File: src/rtl/psec6_readout_sequencer.sv
// rtl/psec6_readout_sequencer.sv - drains every enabled channel's timestamp and trigger-count registers
// into tagged words on a valid/ready stream.
module psec6_readout_sequencer #(
    parameter int NUM_CH   = 8,
    parameter int NUM_REG  = 6,
    parameter int REG_BITS = 10,
    parameter int CNT_BITS = 3,
    localparam int CH_W    = (NUM_CH > 1) ? $clog2(NUM_CH) : 1
) (
    input  logic                       SPI_CLK,
    input  logic                       RSTB,
    input  logic                       RD_START,
    input  logic                       RD_ABORT,
    input  logic [NUM_CH-1:0]          CH_MASK,
    input  logic [NUM_CH-1:0]          CNT_SER,
    input  logic                       WORD_READY,
    output logic [NUM_CH-1:0]          INST_READOUT,
    output logic [2:0]                 SELECT_REG,
    output logic [REG_BITS+3+CH_W-1:0] WORD_DATA,
    output logic                       WORD_VALID,
    output logic                       BUSY,
    output logic                       DONE
);

    localparam int BC_W = $clog2(REG_BITS + 1);
    localparam logic [2:0] REG_LAST = 3'(NUM_REG - 1);
    localparam logic [NUM_CH-1:0] ONE_HOT = NUM_CH'(1);

    typedef enum logic [1:0] {IDLE, LOAD, SHIFT, EMIT} state_t;

    state_t              state_q;
    logic [NUM_CH-1:0]   mask_q;
    logic [CH_W-1:0]     ch_q;
    logic [2:0]          reg_q;
    logic [BC_W-1:0]     bitcnt_q;
    logic [REG_BITS-1:0] data_q;

    logic [CH_W-1:0]     first_ch;
    logic [CH_W-1:0]     next_ch;
    logic                next_found;
    logic [BC_W-1:0]     last_bit;
    logic [REG_BITS-1:0] data_d;

    // Descending scan so the lowest qualifying index is the one that sticks.
    always_comb begin
        first_ch   = '0;
        next_ch    = '0;
        next_found = 1'b0;
        for (int i = NUM_CH - 1; i >= 0; i--) begin
            if (CH_MASK[i]) first_ch = CH_W'(i);
            if (mask_q[i] && (i > int'(ch_q))) begin
                next_ch    = CH_W'(i);
                next_found = 1'b1;
            end
        end
    end

    assign last_bit = (reg_q == REG_LAST) ? BC_W'(CNT_BITS - 1) : BC_W'(REG_BITS - 1);
    assign data_d   = {data_q[REG_BITS-2:0], CNT_SER[ch_q]};

    always_ff @(posedge SPI_CLK or negedge RSTB) begin
        if (!RSTB) begin
            state_q      <= IDLE;
            mask_q       <= '0;
            ch_q         <= '0;
            reg_q        <= '0;
            bitcnt_q     <= '0;
            data_q       <= '0;
            INST_READOUT <= '0;
            SELECT_REG   <= '0;
            WORD_DATA    <= '0;
            WORD_VALID   <= 1'b0;
            BUSY         <= 1'b0;
            DONE         <= 1'b0;
        end else begin
            DONE         <= 1'b0;
            INST_READOUT <= '0;
            if (RD_ABORT) begin
                state_q    <= IDLE;
                WORD_VALID <= 1'b0;
                BUSY       <= 1'b0;
            end else begin
                unique case (state_q)
                    IDLE: begin
                        if (RD_START && (CH_MASK != '0)) begin
                            mask_q       <= CH_MASK;
                            ch_q         <= first_ch;
                            reg_q        <= '0;
                            SELECT_REG   <= '0;
                            INST_READOUT <= ONE_HOT << first_ch;
                            BUSY         <= 1'b1;
                            state_q      <= LOAD;
                        end else if (RD_START) begin
                            DONE <= 1'b1;
                        end
                    end
                    LOAD: begin
                        bitcnt_q <= '0;
                        data_q   <= '0;
                        state_q  <= SHIFT;
                    end
                    SHIFT: begin
                        data_q   <= data_d;
                        bitcnt_q <= bitcnt_q + 1'b1;
                        if (bitcnt_q == last_bit) begin
                            WORD_DATA  <= {ch_q, reg_q, data_d};
                            WORD_VALID <= 1'b1;
                            state_q    <= EMIT;
                        end
                    end
                    EMIT: begin
                        if (WORD_READY) begin
                            WORD_VALID <= 1'b0;
                            if (reg_q != REG_LAST) begin
                                reg_q        <= reg_q + 3'd1;
                                SELECT_REG   <= reg_q + 3'd1;
                                INST_READOUT <= ONE_HOT << ch_q;
                                state_q      <= LOAD;
                            end else if (next_found) begin
                                ch_q         <= next_ch;
                                reg_q        <= '0;
                                SELECT_REG   <= '0;
                                INST_READOUT <= ONE_HOT << next_ch;
                                state_q      <= LOAD;
                            end else begin
                                BUSY    <= 1'b0;
                                DONE    <= 1'b1;
                                state_q <= IDLE;
                            end
                        end
                    end
                    default: state_q <= IDLE;
                endcase
            end
        end
    end

endmodule
File: config.mk
export PLATFORM = sky130hd
export DESIGN_NAME = psec6_readout_sequencer
export DESIGN_NICKNAME = d
export VERILOG_FILES = /design/src/rtl/psec6_readout_sequencer.sv
export SDC_FILE = /design/constraint.sdc
export NUM_CORES = 1
export LEC_CHECK = 0
export CELL_PAD_IN_SITES_DETAIL_PLACEMENT = 1
export CELL_PAD_IN_SITES_GLOBAL_PLACEMENT = 1
export CORE_ASPECT_RATIO = 1.75
export CORE_MARGIN = 1.5
export CORE_UTILIZATION = 40
export CTS_CLUSTER_DIAMETER = 100
export DETAILED_ROUTE_END_ITERATION = 10
export PLACE_DENSITY = 0.89
export SLEW_MARGIN = 0
export SYNTH_ARGS = -nofsm -noshare
export SYNTH_HDL_FRONTEND = slang
export SYNTH_SLANG_ARGS = --single-unit
File: constraint.sdc
create_clock -name SPI_CLK -period 2.6 [get_ports SPI_CLK]
set_clock_uncertainty 0.1 [all_clocks]
set_input_delay 0.26 -clock SPI_CLK [delete_from_list [all_inputs] [get_ports SPI_CLK]]
set_output_delay 0.26 -clock SPI_CLK [all_outputs]
set_load 0.01 [all_outputs]
Yosys cells after proc, flatten, opt, wreduce, memory -nomap -nowiden
Index checks and enable logic that the tools add are counted.

word-level totals
  register bits after elaboration = 56
  logic and storage cells = 130
  output and inout bits = 30
  bits of input ports = 21

cells by class
  shift-type cells = 3
  equal/unequal tests = 16
  reduce and logical (&&, ||, !) cells = 22
  $add $sub $neg = 2
  mux-type cells = 67
  order comparisons = 8
  bitwise logic cells = 1

operators with widths
  kind                 count
  $mux 3               23
  $mux 8               5
  $mux 1               24
  $shl 1x3->8 const A  3
  $ne 3x3->1 const B   7
  $pmux 9 s2           1
  $pmux 8 s2           1
  $gt 3x3->1 const A   4
  $pmux 3 s2           2
  $reduce_and 3->1     4
  $reduce_and 5->1     2
  $logic_and 1x1->1    8
  $mux 2               4
  $ne 2x2->1 const B   4
  $pmux 2 s4           1
  $pmux 4 s2           1
  $reduce_bool 8->1    1
  $gt 2x3->1 const A   2
  $pmux 1 s2           3
  $reduce_and 6->1     1
  $reduce_bool 3->1    2
  $add 4x1->4 const B  1
  $eq 2x2->1 const B   2
  $eq 4x4->1           1
  other kinds (11)     12

Longest topological paths before layout
Gate-level depths: netlist of the first run.

  word-level depth = 15
  depth in mapped cells = 9

Least setup slack after synthesis of the first run
OpenSTA, ideal clock, no wires.

  path type = reg-to-reg
  start point = register reg_q[1]
  end point = register WORD_DATA[0]
  stages on the path, launching flop included = 7
  path buffers = 1
  arrival = 2,217 ps
  path slack = 158 ps
  clock period less this slack = 2,442 ps
  path through = dfrtp_1 nand3b_1 or4b_1 a21o_1 nor3b_4 buf_6 mux2_2

between the ends
  cells in the longest elaborated chain, start to end = 4

RTL lines
  item                               RTL line  source
  start: declaration                 34        logic [2:0] reg_q;
  start signal: assignment           115       reg_q <= reg_q + 3'd1;
  $eq 3x3->1                         58        assign last_bit = (reg_q == REG_LAST) ? BC_W'(CNT_BITS - 1) : BC_W'(REG_BITS - 1);
  $mux 4                             58
  $eq 4x4->1                         105       if (bitcnt_q == last_bit) begin
  $reduce_and 3->1 (no source line)  -
  end signal: assignment             106       WORD_DATA <= {ch_q, reg_q, data_d};
  end: declaration                   19        output logic [REG_BITS+3+CH_W-1:0] WORD_DATA,

No other way between the ends.
A chain may end at the register's enable or synchronous reset.

Worst setup path after layout of the first run
  start point = register reg_q[1]
  end point = register WORD_DATA[1]

Same word-level chain as after synthesis.

==> flow_metrics.env, run 1 <==
export IMPL_slew_headroom_pct=51.7
export IMPL_ff2ff_setup_slack_ns=0.27
export IMPL_fill_cells=815
export IMPL_hpwl_um=6310
export IMPL_yosys_area_top_type="dfrtp_1"
export IMPL_drc=0
export IMPL_ant_nets=0
export IMPL_hp_start="data_q[8]"
export IMPL_die_x_um=67.8
export IMPL_drv_cap=0
export IMPL_worst_pin_slew_ns=0.706
export IMPL_placed_cells=444
export IMPL_antennaDiodeCount=0
export IMPL_p_seq_share_pct=37.1
export IMPL_synth_top_area_share_pct=46.8
export IMPL_synth_seq_area_share_pct=46.8
export IMPL_rsz0062_at_grt="no"
export IMPL_async_flop_share_pct=100
export IMPL_leakagePower_nw=1.65
export IMPL_yosys_area_share_simple_pct=18.1
export IMPL_io_buffer_count=50
export IMPL_critPathLaunchType="flip-flop"
export IMPL_cts_setup_buffers=0
export IMPL_numCtsBuffers=5
export IMPL_instances_no_fill=453
export IMPL_grt_max_degree=30
export IMPL_critPathMaxFanout=16
export IMPL_fin_crit_ns=2.33
export IMPL_fin_nets=392
export IMPL_fin_setup_tns_ns=0
export IMPL_timing_final_crit_share_pct=89.6
export IMPL_combinationalPowerShare_pct=39.7
export IMPL_gr_usage_met2_pct=40.9
export IMPL_reg2reg_from="reg_q[1]"
export IMPL_worstPathRequired_ns=2.69
export IMPL_yosys_warnings=0
export IMPL_outcome="finished clean"
export IMPL_synth_compound_area_share_pct=18.0
export IMPL_cts_num_sinks=55
export IMPL_grt_overflow=0
export IMPL_core_rowCount=41
export IMPL_synth_distinct_cells=54
export IMPL_cts_root_buf="clkbuf_16"
export IMPL_syn_to_final_growth_pct=30.5
export IMPL_timing_rr_end="WORD_DATA[1]"
export IMPL_swShare_pct=39.7
export IMPL_synth_area_mm2=0.00294
export IMPL_synth_edff_count=0
export IMPL_syn_nets=325
export IMPL_ios=51
export IMPL_holdPathStages=2
export IMPL_synthCells=299
export IMPL_clk_pin_slew_ns=0.08
export IMPL_synth_top_family_by_area="simple AND/OR/NAND/NOR gates"
export IMPL_pwr_share_clk_pct=23.2
export IMPL_dieArea_mm2=0.00789
export IMPL_drv_slew=0
export IMPL_via_per_inst=5.67
export IMPL_hold_violations=0
export IMPL_netlist_top_cells_area="dfrtp_1 47%, mux2_2 9.2%, nand2_1 4.7%, o21ai_0 3.7%, nor2_1 2.7%"
export IMPL_p_switching_mw=1.23
export IMPL_grt_use_met3_pct=3.76
export IMPL_cellPowerDensity_mw_per_mm2=805
export IMPL_ys_ff_latch=55
export IMPL_clockBufferDepth=2
export IMPL_cp_arrival_ns=2.42
export IMPL_synthAdderAreaFrac_pct=2.13
export IMPL_coreArea_mm2=0.00718
export IMPL_grt_pass1_wl_um=12900
export IMPL_firstDrtPassIters=4
export IMPL_setup_violations=0
export IMPL_use_met1_pct=23.3
export IMPL_routed_wl_um=8170
export IMPL_intPower_mw=1.86
export IMPL_cts_tree="done"
export IMPL_r2r_cells=6
export IMPL_vias=2569
export IMPL_floorplan_initialDensity_pct=40.9
export IMPL_crit_type="flip-flop to flip-flop"
export IMPL_ys_flop_type="dfrtp_1"
export IMPL_drive_gt1_share_pct=18.0
export IMPL_yosys_area_share_xor_xnor_pct=0
export IMPL_gp_congestion=0.899
export IMPL_first_iter_violations=85
export IMPL_wl_per_cell_um=18.0
export IMPL_multiInputGateArea_mm2=0.00146
export IMPL_cts_htree_levels=2
export IMPL_synth_area_per_cell_um2=9.83
export IMPL_synthMuxAreaShare_pct=11.4
export IMPL_register_area_mm2=0.00138
export IMPL_hold_end="data_q[8]"
export IMPL_die_y_um=116
export IMPL_antenna_found_initial=0
export IMPL_critPathCaptureType="flip-flop"
export IMPL_hold_path_class="flip-flop to flip-flop"
export IMPL_fmaxAchievable_ghz=0.429
export IMPL_grt_pass1_vias=2657
export IMPL_grt_usage_pct=21.9
export IMPL_worst_ir_drop_vdd_mv=0.520
export IMPL_grt_busiest_layer="met2"
export IMPL_insertion_delay_ns=0.30
[synthesized netlist by cell type (3+ instances only)]
cell and number:
a21oi_1 15, dfrtp_1 55, nand2_1 37, mux2_2 24, nor4_1 4, a31oi_1 4, nor2_1 21, inv_1 11
a21o_1 3, nand3_1 7, nor3_1 4, o21ai_0 22, a22o_1 3, ha_1 5, nand2b_1 11, o22ai_1 4
or2_2 3, o31ai_1 3, nor2b_1 3, clkbuf_1 14
[metal layers]
layer	wire length [um]	part of all wire, %
met5	0	0
met4	218	2.7
met3	234	2.9
met2	4600	56
met1	3110	38
[state kept, by name (all words and copies together) (netlist names)]
name / flops
data_q: 9
WORD_DATA: 16
DONE: 1
ch_q: 3
reg_q: 3
WORD_VALID: 1
BUSY: 1
state_q: 2
mask_q: 7
INST_READOUT: 8
bitcnt_q: 4
[per-stage QoR]
stage | power, mW | setup slack [ns] | util, % | area (um^2) | hold slack (ns)
final | 3.09 | 0.270 | 53.4 | 3840 | 0.409
after global routing | 3.29 | 0.102 | 53.4 | 3840 | 0.435
after CTS | 3.11 | 0.247 | 53.4 | 3840 | 0.410
after detailed placement | 2.39 | 0.172 | 51.1 | 3670 | 0.221
after global placement | 2.33 | 0.227 | 51.1 | 3670 | 0.221
after floorplan | 1.93 | 0.158 | - | 2940 | -0.136
[power by group through the flow]
stage	Sequential (mW)	Clock, mW	Combinational [mW]
2_1_floorplan	1.08	0	0.855
3_5_place_dp	1.16	0	1.22
3_3_place_gp	1.16	0	1.18
4_1_cts	1.15	0.730	1.23
6_report	1.15	0.715	1.23
5_1_grt	1.17	0.759	1.36
[cell usage in the layout, fill, tap and decap left out, types with 11 or more instances in the layout]
master           count
a21oi_1             15
nand2b_1            11
nor2_1              21
inv_1               11
buf_4               23
mux2_2              24
o21ai_0             22
clkdlybuf4s50_1     49
nand2_1             37
dfrtp_1             55
[cells by family (layout without fill, tap and decap cells)]
| group | after synthesis | in the layout |
|---|---|---|
| AND/OR/NAND/NOR | 105 | 105 |
| flip-flops | 55 | 55 |
| AO/OA/AOI/OAI | 80 | 80 |
| adder cells (fa/ha/maj) | 5 | 5 |
| buffers and inverters | 26 | 94 |
| multiplexers | 28 | 28 |
[worst max path at each step]
stage,start,end,cells past startpoint
4_1_cts,reg_q[1],WORD_DATA[1],6
5_1_grt,state_q[1],ch_q[0],7
6_report,reg_q[1],WORD_DATA[1],6
2_1_floorplan,reg_q[1],WORD_DATA[0],6
3_5_place_dp,CH_MASK[2],ch_q[0],7
3_3_place_gp,CH_MASK[4],ch_q[1],8
[cell type report]
type,instances,share of cell area (%)
multi-input combinational,218,38.0
sequential,55,35.9
timing repair buffer,75,18.2
clock buffer,5,3.26
tap,86,2.80
inverter,11,1.08
clock inverter,3,0.750
[repair_timing]
action                                 4_1_cts  5_1_grt
endpoints found under the hold margin       27        0
setup endpoints to repair                    0        0
resized for setup                            0        0
hold buffers                                 1        0
[worst max-delay path, cell delays in order, from the launching register on]
cell and delay [ns]:
dfrtp_1 0.39, nand3b_1 0.20, or4b_1 0.48, a21o_1 0.26, nor3b_4 0.25, buf_12 0.19
mux2_2 0.35
(Power assumes the default switching activity.)
==> inputs of run 2 (changes only) <==
SETUP_SLACK_MARGIN = 0.05   (was not set)
==> results of run 2 <==
Final layout, timing and power as in run 1 (identical DEF).
==> inputs of run 3 (changes only) <==
CELL_PAD_IN_SITES_DETAIL_PLACEMENT = not set   (was 1)
CELL_PAD_IN_SITES_GLOBAL_PLACEMENT = not set   (was 1)
CORE_MARGIN = not set   (was 1.5)
CTS_BUF_LIST = sky130_fd_sc_hd__clkbuf_4 sky130_fd_sc_hd__clkbuf_8 sky130_fd_sc_hd__clkbuf_16   (was not set)
PLACE_DENSITY = 0.73   (was 0.89)
==> run 3 against run 2 <==
  * Via count rose by 0.12%
  * Total power rose by 0.21%
  * Worst hold slack got worse by 0.051 ns
  * Largest cell class unchanged
  * Sequential share of layout area barely moved
  * Critical path depth fell by 1
  * Design area barely moved
==> flow_metrics.env, run 3 (synthesized netlist as in run 1, its figures left out) <==
export IMPL_outcome="finished clean"
export IMPL_worstPathRequired_ns=2.70
export IMPL_critPathCaptureType="flip-flop"
export IMPL_crit_type="flip-flop to flip-flop"
export IMPL_cts_resized_gates=0
export IMPL_final_cell_mix="55 x dfrtp_1, 49 x clkdlybuf4s50_1, 37 x nand2_1"
export IMPL_die_y_um=115
export IMPL_ios=51
export IMPL_drc=0
export IMPL_drv_slew=0
export IMPL_antenna_found_initial=0
export IMPL_total_power_mw=3.09
export IMPL_slew_headroom_pct=39.6
export IMPL_ff2ff_setup_slack_ns=0.29
export IMPL_dieArea_mm2=0.00771
export IMPL_insertion_delay_ns=0.30
export IMPL_fin_crit_ns=2.31
export IMPL_r2r_cells=5
export IMPL_numCtsBuffers=5
export IMPL_firstDrtPassIters=4
export IMPL_core_rowCount=41
export IMPL_instances_no_fill=453
export IMPL_p_switching_mw=1.23
export IMPL_critPathLaunchType="flip-flop"
export IMPL_gp_congestion=1.02
export IMPL_startpoint="ch_q[0]"
export IMPL_cellPowerDensity_mw_per_mm2=807
export IMPL_worst_pin_slew_ns=0.903
export IMPL_reg2reg_from="ch_q[0]"
export IMPL_hold_path_class="input port to asynchronous set/reset pin"
export IMPL_top_regs="WORD_DATA: 16 flops, data_q: 9 flops, INST_READOUT: 8 flops"
export IMPL_leakagePower_nw=1.65
export IMPL_grt_pass1_wl_um=12400
export IMPL_timing_rr_end="state_q[0]"
export IMPL_pwr_share_clk_pct=22.8
export IMPL_swShare_pct=39.6
export IMPL_top_register="WORD_DATA"
export IMPL_grt_overflow=0
export IMPL_final_common_cell="dfrtp_1"
export IMPL_antennaDiodeCount=0
export IMPL_worst_ir_drop_vdd_mv=0.566
export IMPL_drv_cap=0
export IMPL_cts_htree_levels=2
export IMPL_endpoint="state_q[0]"
export IMPL_clockBufferDepth=2
export IMPL_cp_arrival_ns=2.42
export IMPL_critPathMaxFanout=14
export IMPL_rsz0062_at_grt="no"
export IMPL_ant_nets=0
export IMPL_timing_final_crit_share_pct=89.0
export IMPL_die_x_um=66.8
export IMPL_cts_num_sinks=55
export IMPL_floorplan_initialDensity_pct=40.9
export IMPL_largest_register_ff_count=16
export IMPL_grt_max_degree=24
export IMPL_first_iter_violations=162
export IMPL_hold_violations=0
export IMPL_syn_to_final_growth_pct=30.4
export IMPL_cts_tree="done"
export IMPL_vias=2572
export IMPL_p_seq_share_pct=37.3
export IMPL_wl_per_cell_um=16.8
export IMPL_drive_gt1_share_pct=18.0
export IMPL_fmaxAchievable_ghz=0.432
export IMPL_intPower_mw=1.87
export IMPL_io_buffer_count=50
export IMPL_via_per_inst=5.68
export IMPL_combinationalPowerShare_pct=39.9
export IMPL_hpwl_um=5770
export IMPL_fin_setup_tns_ns=0
export IMPL_coreArea_mm2=0.00718
export IMPL_placed_cells=444
export IMPL_cts_root_buf="clkbuf_16"
export IMPL_grt_usage_pct=21.8
export IMPL_grt_pass1_vias=2630
export IMPL_clk_pin_slew_ns=0.08
export IMPL_fin_nets=392
export IMPL_routed_wl_um=7610
export IMPL_post_route_util_pct=53.4
export IMPL_setup_violations=0
run 3: layout make-up:
| class | instances | area (um^2) |
|---|---|---|
| clock buffer | 5 | 125 |
| clock inverter | 3 | 26.3 |
| fill | 682 | 3350 |
| inverter | 11 | 41.3 |
| multi-input combinational | 218 | 1460 |
| sequential | 55 | 1380 |
| tap | 86 | 108 |
| timing repair buffer | 75 | 698 |
run 3: routing by layer:
layer,vias up,share of wire [%],GRT usage (%)
met5,-,0,0
met4,0,5.4,14.9
met3,26,3.9,3.74
met2,68,53,38.3
met1,1259,37,22.9
li1,1219,-,-
run 3: critical path: stages, from the launching register on:
cell and delay [ns]:
dfrtp_1 0.57, or2_2 0.38, o32ai_1 0.45, nand3b_1 0.32, a2111oi_0 0.15, a211oi_1 0.25
run 3: metrics by stage:
stage | setup WS (ns) | hold slack [ns] | area, um^2
after floorplan | 0.158 | -0.136 | 2940
after global placement | 0.306 | 0.143 | 3670
after detailed placement | 0.257 | 0.157 | 3670
after CTS | 0.264 | 0.360 | 3830
after global routing | 0.0712 | 0.418 | 3830
final | 0.286 | 0.359 | 3830
run 3: what timing repair did:
| action | in CTS | in global routing |
|---|---|---|
| setup buffers | 0 | 0 |
| hold buffers | 1 | 0 |
| endpoints found under the hold margin | 21 | 0 |
run 3: worst min path at each step:
stage / start / to / slack [ns] / depth (start not counted)
floorplan: RSTB / BUSY / -0.14 / 0
global placement: RSTB / WORD_DATA[3] / 0.14 / 1
detailed placement: RSTB / data_q[2] / 0.16 / 1
CTS: RSTB / data_q[2] / 0.36 / 2
global route: RSTB / data_q[2] / 0.42 / 2
finish: RSTB / data_q[4] / 0.36 / 2
run 3: power by group through the flow:
stage / combinational (mW) / sequential (mW) / clock (mW)
3_3_place_gp: 1.20 / 1.17 / 0
6_report: 1.23 / 1.16 / 0.705
5_1_grt: 1.37 / 1.18 / 0.758
4_1_cts: 1.23 / 1.15 / 0.730
2_1_floorplan: 0.855 / 1.08 / 0
3_5_place_dp: 1.23 / 1.17 / 0
